## config.mk

```make
export PLATFORM = sky130hd
export DESIGN_NAME = imem_loader
export DESIGN_NICKNAME = d
export VERILOG_FILES = /design/src/rtl/imem_loader.sv
export SDC_FILE = /design/constraint.sdc
export NUM_CORES = 1
export LEC_CHECK = 0
export CAP_MARGIN = 30
export CORE_ASPECT_RATIO = 1.75
export CORE_MARGIN = 1.5
export CORE_UTILIZATION = 57
export CTS_BUF_LIST = sky130_fd_sc_hd__clkbuf_4 sky130_fd_sc_hd__clkbuf_8 sky130_fd_sc_hd__clkbuf_16
export DETAILED_ROUTE_END_ITERATION = 10
export PLACE_DENSITY = 0.84
export SKIP_CTS_REPAIR_TIMING = 1
export SYNTH_ARGS = -nofsm -noshare
export SYNTH_HDL_FRONTEND = slang
export SYNTH_SLANG_ARGS = --single-unit
export TNS_END_PERCENT = 1
```

## constraint.sdc

```tcl
create_clock -name clk -period 3.95 [get_ports clk]
set_input_delay 0.79 -clock clk [delete_from_list [all_inputs] [get_ports clk]]
set_output_delay 0.79 -clock clk [all_outputs]
set_load 0.02 [all_outputs]
```

## src/rtl/imem_loader.sv

```systemverilog
`timescale 1ns/1ps
// -----------------------------------------------------------------------------
// imem_loader
//
// Write side of the instruction memory. A byte stream arrives over a
// valid/ready handshake: first a header byte holding the word count N, then
// 4*N data bytes. The bytes are assembled big-endian into 32-bit words and
// committed one at a time through a single-cycle write strobe. The pipeline
// is expected to be stalled while a session runs.
//
// Optional build macro: IMEM_LOADER_CHECKSUM_EN
//   When defined, one trailing byte follows the last word. It must equal the
//   XOR of all 4*N data bytes (header excluded); a mismatch sets err. Words
//   already written are kept either way.
//
// Ports:
//   clk            system clock, rising edge
//   rst_n          asynchronous active-low reset
//   start          single-cycle pulse, begins a session from IDLE or DONE
//   byte_in        stream byte
//   byte_valid     byte_in is valid this cycle
//   byte_ready     loader accepts a byte this cycle
//   imem_we        instruction memory write strobe, one cycle per word
//   imem_addr      word address of the write
//   imem_wdata     assembled instruction word
//   busy           session in progress
//   done           session finished, held until the next start
//   err            session failed, valid while done=1
//   words_written  number of words committed this session
// -----------------------------------------------------------------------------
module imem_loader #(
    parameter int DEPTH = 32,
    parameter int AW    = 5
) (
    input  logic          clk,
    input  logic          rst_n,
    input  logic          start,
    input  logic [7:0]    byte_in,
    input  logic          byte_valid,
    output logic          byte_ready,
    output logic          imem_we,
    output logic [AW-1:0] imem_addr,
    output logic [31:0]   imem_wdata,
    output logic          busy,
    output logic          done,
    output logic          err,
    output logic [AW:0]   words_written
);

    // Header values above this are rejected without writing anything.
    localparam logic [7:0]  DEPTH_B  = 8'(DEPTH);
    localparam logic [AW:0] ONE_W    = {{AW{1'b0}}, 1'b1};
    localparam logic [AW:0] ZERO_W   = {(AW+1){1'b0}};
    localparam logic [AW-1:0] ZERO_A = {AW{1'b0}};
    localparam logic [AW-1:0] ONE_A  = {{(AW-1){1'b0}}, 1'b1};

    typedef enum logic [2:0] {
        S_IDLE  = 3'd0,
        S_HDR   = 3'd1,
        S_RECV  = 3'd2,
        S_WRITE = 3'd3,
`ifdef IMEM_LOADER_CHECKSUM_EN
        S_CHK   = 3'd4,
`endif
        S_DONE  = 3'd5
    } state_t;

    // Shift a new byte into the low end; after four bytes the first one
    // received sits in bits 31:24.
    function automatic logic [31:0] shift_in(input logic [31:0] word,
                                             input logic [7:0]  b);
        return {word[23:0], b};
    endfunction

`ifdef IMEM_LOADER_CHECKSUM_EN
    // Running XOR of the data bytes, checked against the trailing byte.
    function automatic logic [7:0] xor_acc(input logic [7:0] acc,
                                           input logic [7:0] b);
        return acc ^ b;
    endfunction
`endif

    state_t        state_r;
    logic          byte_ready_r;
    logic          imem_we_r;
    logic [AW-1:0] imem_addr_r;
    logic [31:0]   imem_wdata_r;
    logic          busy_r;
    logic          done_r;
    logic          err_r;
    logic [AW:0]   words_written_r;
    logic [AW:0]   n_r;
    logic [AW-1:0] word_idx_r;
    logic [1:0]    byte_idx_r;
    logic [31:0]   word_r;
`ifdef IMEM_LOADER_CHECKSUM_EN
    logic [7:0]    csum_r;
`endif

    logic          accept_s;
    logic          last_word_s;

    assign accept_s    = byte_valid && byte_ready_r;
    // True in WRITE when the word being committed is the Nth one.
    assign last_word_s = ((words_written_r + ONE_W) == n_r);

    // Session FSM; every output is a register updated with the state.
    always_ff @(posedge clk or negedge rst_n) begin
        if (!rst_n) begin
            state_r         <= S_IDLE;
            byte_ready_r    <= 1'b0;
            imem_we_r       <= 1'b0;
            imem_addr_r     <= ZERO_A;
            imem_wdata_r    <= 32'h0000_0000;
            busy_r          <= 1'b0;
            done_r          <= 1'b0;
            err_r           <= 1'b0;
            words_written_r <= ZERO_W;
            n_r             <= ZERO_W;
            word_idx_r      <= ZERO_A;
            byte_idx_r      <= 2'd0;
            word_r          <= 32'h0000_0000;
`ifdef IMEM_LOADER_CHECKSUM_EN
            csum_r          <= 8'h00;
`endif
        end else begin
            // The strobe is only ever raised for the single WRITE cycle.
            imem_we_r <= 1'b0;
            case (state_r)
                S_IDLE: begin
                    if (start) begin
                        state_r      <= S_HDR;
                        busy_r       <= 1'b1;
                        byte_ready_r <= 1'b1;
                    end else begin
                        state_r      <= S_IDLE;
                    end
                end

                S_HDR: begin
                    if (accept_s) begin
                        words_written_r <= ZERO_W;
                        word_idx_r      <= ZERO_A;
                        byte_idx_r      <= 2'd0;
`ifdef IMEM_LOADER_CHECKSUM_EN
                        csum_r          <= 8'h00;
`endif
                        if (byte_in == 8'h00) begin
                            state_r      <= S_DONE;
                            byte_ready_r <= 1'b0;
                            busy_r       <= 1'b0;
                            done_r       <= 1'b1;
                            err_r        <= 1'b0;
                        end else if (byte_in > DEPTH_B) begin
                            state_r      <= S_DONE;
                            byte_ready_r <= 1'b0;
                            busy_r       <= 1'b0;
                            done_r       <= 1'b1;
                            err_r        <= 1'b1;
                        end else begin
                            // Fits in AW+1 bits because N <= DEPTH <= 2**AW.
                            n_r          <= byte_in[AW:0];
                            state_r      <= S_RECV;
                        end
                    end else begin
                        state_r <= S_HDR;
                    end
                end

                S_RECV: begin
                    if (accept_s) begin
                        word_r <= shift_in(word_r, byte_in);
`ifdef IMEM_LOADER_CHECKSUM_EN
                        csum_r <= xor_acc(csum_r, byte_in);
`endif
                        if (byte_idx_r == 2'd3) begin
                            // Fourth byte: present the word on the very next
                            // cycle, which is the WRITE cycle.
                            state_r      <= S_WRITE;
                            byte_ready_r <= 1'b0;
                            byte_idx_r   <= 2'd0;
                            imem_we_r    <= 1'b1;
                            imem_addr_r  <= word_idx_r;
                            imem_wdata_r <= shift_in(word_r, byte_in);
                        end else begin
                            byte_idx_r   <= byte_idx_r + 2'd1;
                            state_r      <= S_RECV;
                        end
                    end else begin
                        state_r <= S_RECV;
                    end
                end

                S_WRITE: begin
                    word_idx_r      <= word_idx_r + ONE_A;
                    words_written_r <= words_written_r + ONE_W;
                    if (last_word_s) begin
`ifdef IMEM_LOADER_CHECKSUM_EN
                        state_r      <= S_CHK;
                        byte_ready_r <= 1'b1;
`else
                        state_r      <= S_DONE;
                        byte_ready_r <= 1'b0;
                        busy_r       <= 1'b0;
                        done_r       <= 1'b1;
                        err_r        <= 1'b0;
`endif
                    end else begin
                        state_r      <= S_RECV;
                        byte_ready_r <= 1'b1;
                    end
                end

`ifdef IMEM_LOADER_CHECKSUM_EN
                S_CHK: begin
                    if (accept_s) begin
                        state_r      <= S_DONE;
                        byte_ready_r <= 1'b0;
                        busy_r       <= 1'b0;
                        done_r       <= 1'b1;
                        err_r        <= (byte_in != csum_r);
                    end else begin
                        state_r <= S_CHK;
                    end
                end
`endif

                S_DONE: begin
                    if (start) begin
                        state_r      <= S_HDR;
                        byte_ready_r <= 1'b1;
                        busy_r       <= 1'b1;
                        done_r       <= 1'b0;
                        err_r        <= 1'b0;
                    end else begin
                        state_r      <= S_DONE;
                    end
                end

                default: begin
                    // Unreachable encoding: fall back to a quiet IDLE.
                    state_r      <= S_IDLE;
                    byte_ready_r <= 1'b0;
                    busy_r       <= 1'b0;
                    done_r       <= 1'b0;
                    err_r        <= 1'b0;
                end
            endcase
        end
    end

    assign byte_ready    = byte_ready_r;
    assign imem_we       = imem_we_r;
    assign imem_addr     = imem_addr_r;
    assign imem_wdata    = imem_wdata_r;
    assign busy          = busy_r;
    assign done          = done_r;
    assign err           = err_r;
    assign words_written = words_written_r;

    imem_loader_chk u_chk (
        .clk        (clk),
        .rst_n      (rst_n),
        .byte_ready (byte_ready_r),
        .imem_we    (imem_we_r),
        .busy       (busy_r),
        .done       (done_r)
    );

endmodule

// -----------------------------------------------------------------------------
// imem_loader_chk
//
// Structural invariants of the loader outputs.
//
// Ports:
//   clk, rst_n   clock and reset of the observed loader
//   byte_ready   loader handshake ready
//   imem_we      loader write strobe
//   busy, done   loader session status
// -----------------------------------------------------------------------------
module imem_loader_chk (
    input logic clk,
    input logic rst_n,
    input logic byte_ready,
    input logic imem_we,
    input logic busy,
    input logic done
);

    // A write only happens inside a session.
    a_we_busy: assert property (@(posedge clk) disable iff (!rst_n)
        imem_we |-> busy)
        else $error("imem_loader: imem_we outside a session");

    // No byte is taken during the write cycle.
    a_we_noready: assert property (@(posedge clk) disable iff (!rst_n)
        imem_we |-> !byte_ready)
        else $error("imem_loader: byte_ready during write");

    // Ready only while a session runs.
    a_ready_busy: assert property (@(posedge clk) disable iff (!rst_n)
        byte_ready |-> busy)
        else $error("imem_loader: byte_ready while idle");

    // done and busy are mutually exclusive.
    a_done_busy: assert property (@(posedge clk) disable iff (!rst_n)
        !(done && busy))
        else $error("imem_loader: done and busy together");

endmodule

```

Yosys cells after proc, flatten, opt, wreduce, memory -nomap -nowiden
Cells that the tools add are included.
{ "op_classes": {"bitwise": 4, "muxes": 39, "n_addsub": 3, "n_eq_ne": 13, "n_reduce_logical": 15, "order_cmp": 1} }
{ "op_table": {"columns": ["op", "n"], "rows": [
  ["1-bit 2-to-1 mux", 20],
  ["3-bit 2-to-1 mux", 6],
  ["1-bit case mux with 4 select lines", 4],
  ["3-bit case mux with 5 select lines", 1],
  ["5-bit AND reduction", 3],
  ["6-bit case mux with 2 select lines", 1],
  ["2-bit inequality test, second input constant", 5],
  ["5-bit case mux with 2 select lines", 1],
  ["8-bit by 6-bit greater-than comparator with 1-bit output, second input constant", 1],
  ["8-bit logical NOT", 1],
  ["6-bit by 1-bit adder with 6-bit output, second input constant", 1],
  ["3-bit by 2-bit equality test with 1-bit output, second input constant", 2],
  ["6-bit equality test", 1],
  ["2-bit 2-to-1 mux", 3],
  ["6-bit 2-to-1 mux", 1],
  ["3-bit AND reduction", 2],
  ["5-bit by 1-bit adder with 5-bit output, second input constant", 1],
  ["5-bit 2-to-1 mux", 1],
  ["1-bit inverter", 4],
  ["2-bit case mux with 2 select lines", 1],
  ["2-bit AND reduction", 2],
  ["4-bit AND reduction", 1],
  ["2-bit nonzero test", 2],
  ["2-bit OR reduction", 2],
  ["other kinds (8)", 8]
]} }
{ "word_totals": {"ff_bits": 88, "out_inout_bits": 48} }

Depth between registers and ports, before layout
Gate-level depths: netlist of run 1.
{ "logic_depth": {"ltp_word": 5, "ltp_mapped": 8, "mapped_depth_nobuf": 7} }

Worst setup path after synthesis of run 1
Ideal clock, no wire load.
{ "synth_timing": {"path_kind": "input to register", "start": "input port byte_in[0]", "end": "register n_r[0]", "cell_stages": 5, "setup_time_ns": 0.125, "setup_slack_ns": 1.482, "t_arrival_ns": 2.344, "n_path_buf": 0, "cell_sequence": "or4_4 > or3_1 > and3_1 > nand4_2 > mux2_2"} }
{ "synth_via": {"elab_chain_len": 3, "elab_cells_between_ends": 5, "classes_between": "1 x order compare; 2 x bitwise; 2 x reduce/logical"} }
{ "synth_lines": {"columns": ["element", "line_no", "text"], "rows": [
  ["start, declared", "38", "input logic [7:0] byte_in,"],
  ["8-bit by 6-bit greater-than comparator with 1-bit output or 8-bit logical NOT (tied branches)", "154, 148", null],
  ["1-bit inverter (no line)", null, null],
  ["4-bit AND reduction (no line)", null, null],
  ["end signal, assigned", "162", "n_r <= byte_in[AW:0];"],
  ["end, declared", "92", "logic [AW:0] n_r;"]
]} }
Several ways; a longest one is shown, not always the timed one.
A chain may end at the register's enable or synchronous reset.

Worst setup path after layout of run 1
{ "layout_timing": {"start": "input port byte_in[0]", "end": "register done_r (netlist: done)"} }
{ "layout_via": {"elab_chain_len": 4, "elab_cells_between_ends": 7, "classes_between": "1 x order compare; 1 x eq/ne; 3 x mux; 2 x reduce/logical"} }
{ "layout_lines": {"columns": ["element", "line_no", "text"], "rows": [
  ["branches (longest 4 deep; another with 8-bit by 6-bit greater-than comparator with 1-bit output)", null, null],
  ["end signal, assigned", "116", "done_r <= 1'b0;"],
  ["end signal, assigned", "152", "done_r <= 1'b1;"],
  ["end signal, assigned", "158", "done_r <= 1'b1;"],
  ["end, declared", "89", "logic done_r;"]
]} }
Several ways; the timed one is not identified. The select of a mux whose other input is x is not followed.

==> results of run 1 <==
[flip-flops by register name (all words and copies together) (netlist names), 2 cells and up]
register       count
words_written      6
state_r            3
imem_wdata        32
byte_idx_r         2
word_r            24
n_r                6
imem_addr          5
word_idx_r         5
[through the flow]
| stage | area [um^2] | hold WS [ps] | cells | worst slack, ps | utilization, % |
|---|---|---|---|---|---|
| 2_1_floorplan | 3840 | 442 | 353 | 1480 | - |
| 3_3_place_gp | 4470 | 456 | 481 | 931 | 68.3 |
| 3_5_place_dp | 4490 | 459 | 482 | 875 | 68.7 |
| 4_1_cts | 4810 | 414 | 498 | 1230 | 73.5 |
| 5_1_grt | 4810 | 446 | 498 | 1070 | 73.5 |
| 6_report | 4810 | 404 | 498 | 1220 | 73.5 |
[cell type report]
cell class	instances	area (um^2)	share of cell area [%]
multi-input combinational	241	1520	31.7
tap	82	103	2.13
inverter	9	33.8	0.703
clock inverter	4	52.6	1.09
clock buffer	12	260	5.42
timing repair buffer	62	631	13.1
sequential	88	2200	45.8
[cells by family (layout without fill, tap and decap cells)]
family | after synthesis | in the layout | share of synthesized area (%)
AO/OA/AOI/OAI | 50 | 50 | 8.64
XOR/XNOR | 6 | 6 | 1.37
adder cells (fa/ha/maj) | 3 | 3 | 0.978
buffers and inverters | 24 | 87 | 2.93
flip-flops | 88 | 88 | 57.4
multiplexers | 45 | 45 | 13.1
AND/OR/NAND/NOR | 137 | 137 | 15.6
[layer usage]
layer	track usage, %	vias up	routed length, um
met5	0	-	0
met2	42.7	102	4590
met3	5.25	16	360
met4	9.31	0	166
li1	-	1325	-
met1	31.6	1411	3210
[worst min-delay path by stage]
stage / end / cells past startpoint
floorplan: word_r[16] / 2
global placement: word_r[20] / 2
detailed placement: word_r[23] / 2
CTS: imem_wdata[11] / 1
global route: imem_addr[1] / 1
finish: imem_wdata[26] / 1
[placed cells by master, fill, tap and decap left out, drive strengths merged, types with 3 or more instances in the layout]
cell and n:
a22o 5, a21oi 8, dfrtp 88, clkdlybuf4s50 58, clkbuf 12, mux2 43
o21ai 19, ha 3, xor2 4, inv 9, nand3 7, o31ai 4
nor3 4, buf 4, nand2 93, clkinvlp 3, nor2 17
[where the power goes]
part	switching, mW	leakage [nW]	internal, mW
logic	0.782	0.996	0.739
registers	0.302	1.12	1.27
clock network	0.336	0.144	0.531
==> run metrics, run 1 <==
worst path required time 4230 ps; largest net degree at the start of global routing 55; Clock Tree Root clkbuf_16; R2R Setup Slk 1370 ps; maximum vdd drop 0.408 mV; via count between 2,000 and 3,000; Critical Path End Type flop; CTS tree built; Initial Util 58.7%; CP startpoint byte_in[0]; crit-path max cell delay ~570 ps; cell taking the most area after synthesis dfrtp_1; CP Launch Type primary input; Die W 65.0 um; critical path depth 7; clk_lat worst skew 340 ps; crit path cell chain clkdlybuf4s50_1 > or4_4 > or3_1 > a31oi_1 > o21ai_1 > a211o_1 > nand2_1; asr flop ratio synth 100%; Port Buffer Count 59; synth top area cells dfrtp_1 57%, mux2_2 13%, nand2_1 9.1%; Die Span Y 112 um; CP endpoint done; vias in the first global route 2,806; Rows 39; drt drc 0; fin nets 426; gr usage total roughly a quarter; measured slew at the worst slew-check pin 960 ps; Post-synth EDFFs 0; initial antenna violation count 0; Distinct cells, synth 47; first-pass GRT wire length approximately 14,000 um; WP data arrival 3010 ps; sequential share of the synthesized area 57.4%; Area Overhead vs Synth 25.2%; ys flop type dfrtp_1; Max Cap Violations 0; average wire per standard cell 16.7 um; Setup Skew 5.97 ps; Num CTS Buffers 9; DRT Pass-1 Iters 5; RSZ-0062 raised after global routing false; final slew viol count 0; period utilization 69.1%; register bit total from synthesis 88; CTS max path bufs 2; most frequent cells after synthesis 93 x nand2_1, 88 x dfrtp_1, 43 x mux2_2; CTS sink cnt 88; ratio of cells with drive above 1 in the final layout 17.8%; CTS clock-pin slew for the worst setup and hold paths 60 ps; hold crit path type in2async; top-area cell type share of the netlist area 57.4%; f_max 0.366 GHz; Buf/Inv on CP 1; Worst slew margin 35.7%; R2R Path Start words_written[0]; Mapped Area 3840 um^2; fillcell total 483; delay-heaviest family, CP simple AND/OR/NAND/NOR gates; Hold Vio Cnt, Final 0; crit path time final 2730 ps; power per cell area just over 800 nW/um^2; full die area 7260 um^2; Cells after Synth 353; RD Place Congestion 0.923; Sum Neg Setup Slack 0 ps; syn avg cell area 10.9 um^2; Routed Antenna Nets 0; total power ~4.0 mW; status finished, final reports clean; Finish-stage setup viols 0; Total Routed Length 8320 um; I/O pin cnt 60; # diodes 0; most common cell in the netlist nand2_1; R2R depth 7; Synth Net Count 368; FF-to-FF End busy; vias per inst around 5.7; H-tree depth 3; Synth Warn # 0; leakage around 2.3 nW; Post-DP HPWL 5530 um; area of the core 6540 um^2; Worst path slowest cell or4_4; initial DRC count 224; CP Class in2reg; CP max FO 4; global route overflow 0
No activity file was read; power rests on OpenSTA's default activity.
==> run 2, diff against run 1 <==
- CORE_UTILIZATION: 57 -> 53
- PLACE_DENSITY: 0.84 -> 0.79
- clock period: 3.95 -> 2.7 ns (I/O delays scaled with it)
==> run 2 against run 1 <==
Effect of this change: sequential share of layout area is 0.54 points lower; power is 43% higher; worst hold slack worse by 220 ps; design area is 1.2% higher; largest power group is now combinational logic.
==> run metrics, run 2 (synthesis gave the netlist of run 1 again) <==
initial antenna violation count 0 (unchanged); met1 Track Usage GR 27.5% (-4.1 points); hold slack 186 ps (-218 ps); ratio of cells with drive above 1 in the final layout 20.0% (+2.2 points); Max Cap Violations 0 (unchanged); hold crit path type in2async; sequential power share 39.6% (about the same); global route hottest layer met2; clock network power share 20.0% (-1.9 points); # diodes 0 (unchanged); drt drc 0 (unchanged); H-tree depth 3 (unchanged); CP startpoint words_written[1]; Setup Skew 5.27 ps (-0.696 ps); R2R depth 7 (unchanged); critical path depth 7 (unchanged); Buf/Inv on CP 0 (-1); global route overflow 0 (unchanged); Finish-stage setup viols 0 (unchanged); WP data arrival 2680 ps (-330 ps); leakage 2.31 nW (+2.2%); largest net degree at the start of global routing 48 (-13%); CP endpoint busy; gr usage total 22.5% (-2.7 points); FF-to-FF End busy; final slew viol count 0 (unchanged); most frequent CP cell o21ai_1; I/O pin cnt 60 (unchanged); Initial Util 55.2% (-3.5 points); Post-DP HPWL 5530 um (about the same); Worst slew margin 33.3% (-2.5 points); CP max FO 7 (+3); power per cell area 1170 nW/um^2 (+41%); via count 2,799 (-1.9%); delay-heaviest family, CP simple AND/OR/NAND/NOR gates; commonest non-fill, non-tap cell in the layout nand2_1; Routed Antenna Nets 0 (unchanged); vias in the first global route 2,832 (+0.93%); Comb power frac 40.4% (+2.0 points); Num CTS Buffers 9 (unchanged); P_sw 2.01 mW (+41%); maximum vdd drop 0.620 mV (+52%); Die Span Y 116 um (+3.6%); R2R Setup Slk 230 ps (-1140 ps); first-pass GRT wire length 13,200 um (-5.1%); CTS max path bufs 2 (unchanged); DRT Pass-1 Iters 4 (-1); Die W 67.3 um (+3.5%); CTS tree built; CTS sink cnt 88 (unchanged); period utilization about nine tenths; Total Routed Length 7790 um (-6.4%); crit path cell chain ha_1 > xor2_1 > a211oi_2 > o21ai_1 > or4_1 > a2111oi_2 > o21ai_1; R2R Path Start words_written[1]; average wire per standard cell 15.3 um (-8.6%); fin nets 436 (+2.3%); f_max 0.405 GHz; Rows 40 (+2.6%); clk_lat worst skew 330 ps (about the same); CTS clock-pin slew for the worst setup and hold paths 60 ps (about the same); Area Overhead vs Synth 26.7%; # placed instances 494 (+2.5%); RD Place Congestion 0.861 (-6.7%); Internal Power 3.66 mW (+44%); vias per inst 5.49 (-4.2%); initial DRC count 198 (-12%); Net Sw Frac 35.4% (-0.44 points); RSZ-0062 raised after global routing false; CP Class reg2reg; Clock Tree Root clkbuf_16; Hold Vio Cnt, Final 0 (unchanged); crit-path max cell delay 720 ps (+150 ps); max reg flops 32 (unchanged); measured slew at the worst slew-check pin 997 ps (+36.7 ps); worst path required time 2910 ps (-1320 ps); met3 usage 4.17% (-1.1 points); area of the core 6960 um^2 (+6.4%); full die area 7780 um^2 (+7.3%); status finished, final reports clean; crit path time final around 2500 ps; final std cells w/o fill 510 (+2.4%); Port Buffer Count 59 (unchanged); CP Launch Type flop; fillcell total 520 (+7.7%); most frequent cells in the layout 92 x nand2_1, 88 x dfrtp_1, 58 x clkdlybuf4s50_1; met2 Track Usage GR 37.3% (-5.4 points); Critical Path End Type flop; Worst path slowest cell or4_1
-- run 2: cell types whose count changed in the layout (fill, tap and decap cells not counted), sizes merged --
cell / previous run / this run
buf: 4 / 14
bufinv: 1 / 0
clkbuf: 12 / 13
clkinv: 0 / 2
clkinvlp: 3 / 1
-- run 2: metal layers --
metal  wire length, um  share of wire, %  vias to the layer above
met5                 0                 0                        -
met3               300               3.9                       14
met1              3210                41                     1366
met2              4080                52                       77
met4               206               2.6                        0
li1                  -                 -                     1342
-- run 2: power groups by stage --
stage	Sequential (mW)	Combinational (mW)	Clock, mW
3_5_place_dp	2.27	2.30	0
4_1_cts	2.25	2.31	1.16
5_1_grt	2.32	2.50	1.20
3_3_place_gp	2.24	2.24	0
2_1_floorplan	2.59	0.966	0
6_report	2.25	2.29	1.13
-- run 2: cell type report --
| cell class | instances | area (um^2) | area share [%] |
|---|---|---|---|
| repair buffers | 72 | 711 | 14.6 |
| clock inverters | 3 | 17.5 | 0.360 |
| multi-input cells | 241 | 1530 | 31.5 |
| clock buffers | 13 | 262 | 5.38 |
| flip-flops and latches | 88 | 2200 | 45.3 |
| well taps | 84 | 105 | 2.16 |
| inverters | 9 | 33.8 | 0.695 |
-- run 2: worst min path at each step --
| stage | startpoint | endpoint | slack (ps) | depth (start not counted) |
|---|---|---|---|---|
| 6_report | rst_n | words_written[1] | 190 | 1 |
| 2_1_floorplan | rst_n | busy | 240 | 0 |
| 5_1_grt | rst_n | words_written[2] | 240 | 1 |
| 4_1_cts | rst_n | words_written[1] | 200 | 1 |
| 3_5_place_dp | word_r[16] | word_r[16] | 470 | 2 |
| 3_3_place_gp | word_r[21] | word_r[21] | 450 | 2 |
-- run 2: through the flow --
step / utilization (%) / total power [mW] / setup WS, ps / cell area (um^2) / setup TNS [ps]
2_1_floorplan: - / 3.56 / 328 / 3840 / 0
3_3_place_gp: 65.9 / 4.48 / -9.14 / 4580 / -53.1
3_5_place_dp: 65.9 / 4.57 / -65.9 / 4580 / -386
4_1_cts: 69.9 / 5.72 / 245 / 4860 / 0
5_1_grt: 69.9 / 6.02 / 101 / 4860 / 0
6_report: 69.9 / 5.67 / 230 / 4860 / 0
==> run 3, diff against run 2 <==
- CAP_MARGIN: 30 -> 40
- clock period: 2.7 -> 2.6 ns (I/O delays scaled with it)
==> run 3 against run 2 <==
Effect of this change: routed wire length increased by 3.8%; clock-buffer cell count increased by 1; core utilization increased by 1.1 points; critical path type unchanged; largest cell class unchanged; largest power group unchanged.
==> run metrics, run 3 (synthesis gave the netlist of run 1 again) <==
Clock Tree Root clkbuf_16; hold crit path type in2async; Die Span Y 116 um (unchanged); commonest non-fill, non-tap cell in the layout nand2_1; area of the multi-input gates 1530 um^2 (unchanged); Finish-stage setup viols 0 (unchanged); vias in the first global route 2,787 (-1.6%); worst path required time 2820 ps (-90 ps); ratio of cells with drive above 1 in the final layout 20.7% (+0.74 points); clk_lat worst skew 330 ps (about the same); Area Overhead vs Synth 28.6%; Routed Antenna Nets 0 (unchanged); Total Routed Length 8090 um (+3.8%); Initial Util 55.2% (unchanged); Setup Skew 5.00 ps (-0.270 ps); first-pass GRT wire length 13,300 um (+0.73%); CTS tree built; f_max 0.414 GHz (+2.3%); status finished, final reports clean; Hold Vio Cnt, Final 0 (unchanged); Rows 40 (unchanged); RD Place Congestion 0.877 (+1.8%); CP Launch Type flop; Num CTS Buffers 9 (unchanged); area of the core 6960 um^2 (unchanged); via count 2,844 (+1.6%); Area after DPL 4610 um^2 (+0.66%); initial DRC count 212 (+7.1%); CTS max path bufs 2 (unchanged); period utilization 92.9% (+1.4 points); measured slew at the worst slew-check pin 528 ps (-468 ps); Port Buffer Count 59 (unchanged); Sum Neg Setup Slack 0 ps (unchanged); Worst slew margin 64.8% (+32 points); full die area 7780 um^2 (unchanged); Die W 67.3 um (unchanged); DRT Pass-1 Iters 4 (unchanged); leakage 2.35 nW (+1.8%); average wire per standard cell 15.7 um (+3.0%); power per cell area 1240 nW/um^2 (+6.0%); vias per inst 5.53 (+0.82%); largest net degree at the start of global routing 48 (unchanged); crit path time final 2420 ps (-55.0 ps); WP data arrival 2630 ps (-50 ps); Post-DP HPWL 5560 um (+0.44%); final slew viol count 0 (unchanged); final instance area 4940 um^2 (+1.5%); CP Class reg2reg; initial antenna violation count 0 (unchanged); CTS clock-pin slew for the worst setup and hold paths 60 ps (about the same); Register Area 2200 um^2 (unchanged); global route overflow 0 (unchanged); maximum vdd drop 0.736 mV (+19%); most frequent cells in the layout 92 x nand2_1, 88 x dfrtp_1, 58 x clkdlybuf4s50_1; CTS sink cnt 88 (unchanged); I/O pin cnt 60 (unchanged); RSZ-0062 raised after global routing false; gr usage total 23.0% (+0.57 points); # diodes 0 (unchanged); CP max FO 7 (unchanged); Critical Path End Type flop; max reg flops 32 (unchanged); fillcell total 496 (-4.6%); drt drc 0 (unchanged); fin nets 440 (+0.92%); Max Cap Violations 0 (unchanged); H-tree depth 3 (unchanged)
==> run 3: changes by cell type in the layout (fill, tap and decap cells not counted) <==
cell | previous run | this run
buf_4 | 12 | 16
bufinv_16 | 0 | 1
clkbuf_4 | 3 | 1
clkbuf_8 | 1 | 4
clkinv_2 | 2 | 1
clkinvlp_4 | 1 | 0
==> run 3: worst max-delay path, cell delays in order (launching register included) <==
cell and delay [ps]:
dfrtp_1 390, ha_1 330, xor2_1 180, a211oi_2 150, o21ai_1 90, or4_1 710
a2111oi_2 350, o21ai_1 90
==> run 3: worst paths after layout <==
check,cells after the start,slack [ps],start,to
max,7,180,words_written[0],busy
min,1,170,rst_n,imem_addr[0]
max reg2reg,7,180,words_written[0],busy
min reg2reg,2,480,word_r[21],word_r[21]
max in group asynchronous,2,1790,rst_n,imem_wdata[1]
min in group clk,2,480,word_r[21],word_r[21]
==> run 3: stage by stage <==
stage | power [mW] | hold slack (ps) | worst slack, ps | std cells | util (%)
after floorplan | 3.69 | 224 | 228 | 353 | -
after global placement | 4.68 | 455 | -94.9 | 497 | 66.2
after detailed placement | 4.78 | 467 | -132 | 498 | 66.3
after CTS | 6.15 | 177 | 173 | 514 | 71.0
after global routing | 6.47 | 200 | 80.9 | 514 | 71.0
final | 6.10 | 168 | 185 | 514 | 71.0
==> run 3: power by group <==
group	switching (mW)	total, mW	leakage (nW)	internal (mW)
logic	1.24	2.43	1.07	1.19
registers	0.384	2.32	1.12	1.93
clock network	0.493	1.35	0.162	0.858
total	2.12	6.10	2.35	3.98
==> run 3: final cells by class <==
cell class                      instances  share of cell area [%]
Clock inverter                          2                   0.710
Timing Repair Buffer                   76                    15.0
Multi-Input combinational cell        241                    31.0
Tap cell                               84                    2.13
Inverter                                9                   0.684
Sequential cell                        88                    44.6
Clock buffer                           14                    5.83
==> run 3: per-layer routing <==
metal	up-vias	wire [um]	track usage, %
li1	1351	-	-
met1	1396	3280	27.8
met2	81	4280	38.8
met3	16	311	5.15
met4	0	211	10.2
met5	-	0	0
